File: src/rtl/instr_fetch_ctrl.sv
// rtl/instr_fetch_ctrl.sv - fetch-side controller driving PC load port, instruction memory requests and a one-entry decode buffer
//
// Ports:
//   clk, reset          clock; asynchronous active-low reset
//   run                 fetching permitted while high
//   pc_cur              current PC value from the PC register
//   pc_en, pc_in        PC load strobe and load value (pc_in is 0 when pc_en is 0)
//   imem_req, imem_addr instruction memory request and address
//   imem_ack, imem_rdata memory acknowledge and instruction data
//   instr_valid/instr_ready/instr/instr_pc  single-entry buffer towards decode
//   redirect, redirect_pc one-cycle branch/jump request and target
//   fault               sticky memory-timeout flag
module instr_fetch_ctrl #(
    parameter int AW       = 4,
    parameter int IW       = 8,
    parameter int MAX_WAIT = 8
) (
    input  logic          clk,
    input  logic          reset,
    input  logic          run,
    input  logic [AW-1:0] pc_cur,
    output logic          pc_en,
    output logic [AW-1:0] pc_in,
    output logic          imem_req,
    output logic [AW-1:0] imem_addr,
    input  logic          imem_ack,
    input  logic [IW-1:0] imem_rdata,
    output logic          instr_valid,
    input  logic          instr_ready,
    output logic [IW-1:0] instr,
    output logic [AW-1:0] instr_pc,
    input  logic          redirect,
    input  logic [AW-1:0] redirect_pc,
    output logic          fault
);

    localparam int            CW       = $clog2(MAX_WAIT + 1);
    localparam logic [CW-1:0] WAIT_LIM = CW'(MAX_WAIT);

    typedef enum logic [2:0] {
        IDLE  = 3'd0,
        REQ   = 3'd1,
        UPD   = 3'd2,
        HOLD  = 3'd3,
        FLUSH = 3'd4,
        ERR   = 3'd5
    } state_t;

    state_t        state, state_n;
    logic [CW-1:0] cnt, cnt_n;

    logic          take_redirect;
    logic          load_buf;

    logic          req_n, pc_en_n, fault_n, valid_n;
    logic [AW-1:0] addr_n, pc_in_n, instr_pc_n;
    logic [IW-1:0] instr_n;

    // Redirect is honoured everywhere except the fault state.
    assign take_redirect = redirect && (state != ERR);
    // imem_req is high exactly in REQ, so req&ack reduces to state==REQ && ack.
    assign load_buf      = (state == REQ) && imem_ack && !take_redirect;

    always_comb begin
        state_n = state;
        cnt_n   = '0;
        unique case (state)
            IDLE: begin
                if (run) state_n = REQ;
            end
            REQ: begin
                if (imem_ack) begin
                    state_n = UPD;
                end else begin
                    cnt_n = cnt + 1'b1;
                    if (cnt_n == WAIT_LIM) state_n = ERR;
                end
            end
            UPD: begin
                if (run && (!instr_valid || instr_ready)) state_n = REQ;
                else                                      state_n = HOLD;
            end
            HOLD: begin
                if (!run)                                state_n = IDLE;
                else if (!instr_valid || instr_ready)    state_n = REQ;
            end
            FLUSH: begin
                state_n = run ? REQ : IDLE;
            end
            ERR: begin
                state_n = ERR;
            end
            default: begin
                state_n = IDLE;
            end
        endcase
        if (take_redirect) begin
            state_n = FLUSH;
            cnt_n   = '0;
        end
    end

    // Registered outputs are computed from the next state so that every
    // output is a flop. The request address must be the value the PC will
    // hold in REQ: coming out of UPD/FLUSH the PC is loading pc_in at this
    // same edge, so pc_cur is still stale and pc_in is used instead.
    always_comb begin
        req_n   = (state_n == REQ);
        pc_en_n = (state_n == UPD) || (state_n == FLUSH);
        fault_n = (state_n == ERR);

        addr_n = '0;
        if (state_n == REQ) begin
            unique case (state)
                REQ:        addr_n = imem_addr;
                UPD, FLUSH: addr_n = pc_in;
                default:    addr_n = pc_cur;
            endcase
        end

        pc_in_n = '0;
        if (state_n == UPD)   pc_in_n = imem_addr + AW'(1);
        if (state_n == FLUSH) pc_in_n = redirect_pc;

        valid_n    = instr_valid;
        instr_n    = instr;
        instr_pc_n = instr_pc;
        if (take_redirect) begin
            valid_n = 1'b0;
        end else if (load_buf) begin
            valid_n    = 1'b1;
            instr_n    = imem_rdata;
            instr_pc_n = imem_addr;
        end else if (instr_valid && instr_ready) begin
            valid_n = 1'b0;
        end
    end

    always_ff @(posedge clk or negedge reset) begin
        if (!reset) begin
            state <= IDLE;
            cnt   <= '0;
        end else begin
            state <= state_n;
            cnt   <= cnt_n;
        end
    end

    always_ff @(posedge clk or negedge reset) begin
        if (!reset) begin
            imem_req    <= 1'b0;
            imem_addr   <= '0;
            pc_en       <= 1'b0;
            pc_in       <= '0;
            fault       <= 1'b0;
            instr_valid <= 1'b0;
            instr       <= '0;
            instr_pc    <= '0;
        end else begin
            imem_req    <= req_n;
            imem_addr   <= addr_n;
            pc_en       <= pc_en_n;
            pc_in       <= pc_in_n;
            fault       <= fault_n;
            instr_valid <= valid_n;
            instr       <= instr_n;
            instr_pc    <= instr_pc_n;
        end
    end

endmodule
File: config.mk
export PLATFORM = sky130hd
export DESIGN_NAME = instr_fetch_ctrl
export DESIGN_NICKNAME = d
export VERILOG_FILES = /design/src/rtl/instr_fetch_ctrl.sv
export SDC_FILE = /design/constraint.sdc
export NUM_CORES = 1
export LEC_CHECK = 0
export ABC_CLOCK_PERIOD_IN_PS = 4100
export BUFFER_PORTS_ARGS = -buffer_cell sky130_fd_sc_hd__buf_2
export CORE_ASPECT_RATIO = 0.9
export CORE_MARGIN = 5
export CORE_UTILIZATION = 37
export CTS_CLUSTER_DIAMETER = 40
export CTS_CLUSTER_SIZE = 28
export DETAILED_ROUTE_END_ITERATION = 12
export GPL_ROUTABILITY_DRIVEN = 0
export PLACE_DENSITY_LB_ADDON = 0.08
export SYNTH_ARGS = -nofsm -noshare
export SYNTH_HDL_FRONTEND = slang
export SYNTH_SLANG_ARGS = --single-unit
File: constraint.sdc
create_clock -name clk -period 4.1 [get_ports clk]
set_input_delay 0.205 -clock clk [delete_from_list [all_inputs] [get_ports clk]]
set_output_delay 0.205 -clock clk [all_outputs]
set_load 0.02 [all_outputs]
==> results.py <==
metrics = {
    "outcome": {
        "status": "finished clean",
    },
    "timing": {
        "post-route-min-period_ns": 2.29,
        "rsz0062_at_grt": "false",
        "fmaxAchievable_mhz": 436,
        "hold_viol_final": 0,
        "fin_hold_ws_ns": 0.139,
        "drv_slew": 0,
        "slew_headroom_pct": 50.1,
        "setup_viol_count_final": 0,
        "tightest_slew_ns": 0.746,
        "fin_setup_tns_ns": 0,
        "post-route-period-util_pct": 55.9,
        "fin_worst_skew_ns": 0.00469,
        "setup_ws_ns": 1.81,
    },
    "clocking": {
        "clock_latency_ns": 0.28,
        "clk_pin_slew_ns": 0.07,
        "cts_resized": 0,
        "cts_setup_buffers": 0,
        "cts_htree_levels": 2,
        "clock_sinks": 31,
        "cts_buffers": 5,
        "ctsLongestPathBuffers": 2,
        "cts_tree": "built",
        "cts-root-buf": "clkbuf_8",
        "ctsHoldBuffers": 1,
    },
    "synthesis": {
        "yosysTopAreaCell": "dfrtp_1",
        "yosys-top-cells-area": "dfrtp_1 53%, mux2i_1 5.5%, mux2_1 4.6%",
        "yosysTopAreaCellShare_pct": 53.2,
        "async_flop_share_pct": 100,
        "synth_seq_cells": 31,
        "synth_area_per_cell_um2": 12.0,
        "synth_nets": 146,
        "synthCells": 122,
        "synth_warnings": 0,
        "synth_enable_flop_cells": 0,
        "synth_cell_types": 34,
        "ys_seq_area_share_pct": 53.2,
        "ys.flop_type": "dfrtp_1",
        "synth_area_mm2": 0.00146,
    },
    "route": {
        "drc": 0,
        "first_pass_iters": 4,
        "via_count": 1118,
        "drt_wl_total_um": 3250,
        "ant_nets": 0,
        "viasPerCell": 5.15,
        "wl_per_cell_um": 15.0,
        "drt_iter0_markers": 46,
    },
    "die": {
        "start_util_pct": 38.8,
        "dieArea_mm2": 0.00530,
        "die_w_um": 76.2,
        "row_count": 21,
        "die_h_um": 69.6,
        "core-area_mm2": 0.00376,
        "ios": 46,
    },
    "grt": {
        "grt-ovfl-total": 0,
        "antenna_found_initial": 0,
        "grt_pass1_wl_um": 5460,
        "grt_pass1_vias": 1139,
        "grt_usage_pct": 13.0,
        "grt_max_degree": 32,
    },
    "setup_path": {
        "cp_num_buf_inv": 0,
        "path_delay_family": "simple AND/OR/NAND/NOR gates",
        "crit_slowest_cell": "nor3_4",
        "cp.arrival_ns": 2.46,
        "path_cells": "or3b_1 > nor3_4 > mux2_2",
        "critical_path_class": "flop to flop",
        "endpoint_kind": "flop",
        "start_kind": "flop",
        "cp.required_ns": 4.26,
        "crit_fanout": 17,
        "slowest_delay_ns": 0.63,
    },
    "power": {
        "p_leak_nw": 0.901,
        "ir_drop_mv": 0.225,
        "p_per_area_mw_per_mm2": 641,
    },
    "final_layout": {
        "stdcell_count": 217,
        "layout-drive-gt1-share_pct": 38.6,
        "nets": 194,
        "diodes": 0,
        "area_delta_synth_final_pct": 23.7,
    },
    "place": {
        "dp_hpwl_um": 2370,
        "io_buffers": 45,
        "pre_cts_slack_ns": 1.79,
        "dpl.cell_count": 208,
    },
    "min_path": {
        "hold_class": "input port to flop",
    },
    "job": {
        "maxCapViolations": 0,
    },
}
worst register-to-register path, delay by kind of cell (launching register included):
kind | cells | cell delay, ns
DFF | 1 | 0.56
muxes | 1 | 0.41
and+or+nand+nor | 2 | 1.21
Yosys cell counts, drive strengths merged (3+ instances only):
cell / count
a22o: 4
buf: 5
dfrtp: 31
inv: 5
mux2: 12
mux2i: 8
nor2: 15
nor2b: 3
nor3: 3
nor4: 4
o22ai: 5
worst paths after layout:
kind / from / end / slack, ns / cells after the start
max: state[2] / instr_pc[2] / 1.81 / 3
min: imem_rdata[4] / instr[4] / 0.14 / 2
max reg2reg: state[2] / instr_pc[2] / 1.81 / 3
min reg2reg: cnt[0] / cnt[0] / 0.46 / 1
max in group asynchronous: reset / imem_addr[0] / 3.17 / 2
min in group asynchronous: reset / instr[6] / 0.50 / 2
final cells by class:
cell class | count | area, um^2
clock inverter | 3 | 15.0
timing repair buffer | 46 | 235
tap | 46 | 57.6
clock buffer | 5 | 68.8
inverter | 5 | 18.8
fill | 376 | 1950
sequential | 31 | 776
multi-input combinational | 81 | 633
metal layers:
metal  vias to the layer above  routed length [um]  track usage, %  part of all wire (%)
met4                         0                  41            5.24                   1.3
met1                       538                1440            15.9                    44
li1                        535                   -               -                     -
met2                        40                1540            20.2                    47
met5                         -                   0               0                     0
met3                         5                 221            5.45                   6.8
registers in the layout, summed over array words and instances, names as in the netlist:
register	flops
cnt	4
imem_addr	4
imem_req	1
instr_pc	4
pc_in	4
state	3
instr_valid	1
pc_en	1
fault	1
instr	8
where the power goes:
| part | switching, mW | leakage (nW) | internal (mW) |
|---|---|---|---|
| Combinational | 0.262 | 0.450 | 0.185 |
| Sequential | 0.0828 | 0.404 | 0.401 |
| Clock | 0.110 | 0.0477 | 0.116 |
cells by family after synthesis:
kind of cell,after synthesis,synth area share (%)
xor gates and xnor gates,4,2.40
DFF,31,53.2
and+or+nand+nor,38,15.1
buffers and inverters,10,3.43
muxes,20,14.8
adders and majority gates,2,1.71
AOI/OAI and AO/OA,17,9.43
stage by stage:
| step | instance area (um^2) | total power [mW] | utilization [%] |
|---|---|---|---|
| 2_1_floorplan | 1460 | 0.792 | - |
| 3_3_place_gp | 1710 | 0.933 | 45.5 |
| 3_5_place_dp | 1710 | 0.940 | 45.5 |
| 4_1_cts | 1800 | 1.17 | 48.0 |
| 5_1_grt | 1800 | 1.24 | 48.0 |
| 6_report | 1800 | 1.16 | 48.0 |
cells in the final DEF, fill, tap and decap left out, drive strengths merged:
| cell type | n |
|---|---|
| nand3 | 2 |
| nand3b | 1 |
| nand2 | 2 |
| clkinv | 3 |
| nor2 | 15 |
| or3 | 2 |
| nor4 | 4 |
| a22o | 4 |
| inv | 5 |
| a311oi | 1 |
| a311o | 1 |
| a2111oi | 1 |
| xnor2 | 2 |
| ha | 2 |
| o22ai | 5 |
| nor3 | 3 |
| nor2b | 3 |
| or2 | 2 |
| dfrtp | 31 |
| dlygate4sd3 | 1 |
| o32ai | 1 |
| nor3b | 1 |
| or3b | 1 |
| buf | 45 |
| o21ai | 1 |
| o21a | 1 |
| a21oi | 2 |
| mux2 | 12 |
| xor2 | 2 |
| nor4b | 1 |
| mux2i | 8 |
| and3b | 1 |
| clkbuf | 5 |
Note: power is estimated with default switching activity, not from simulation.
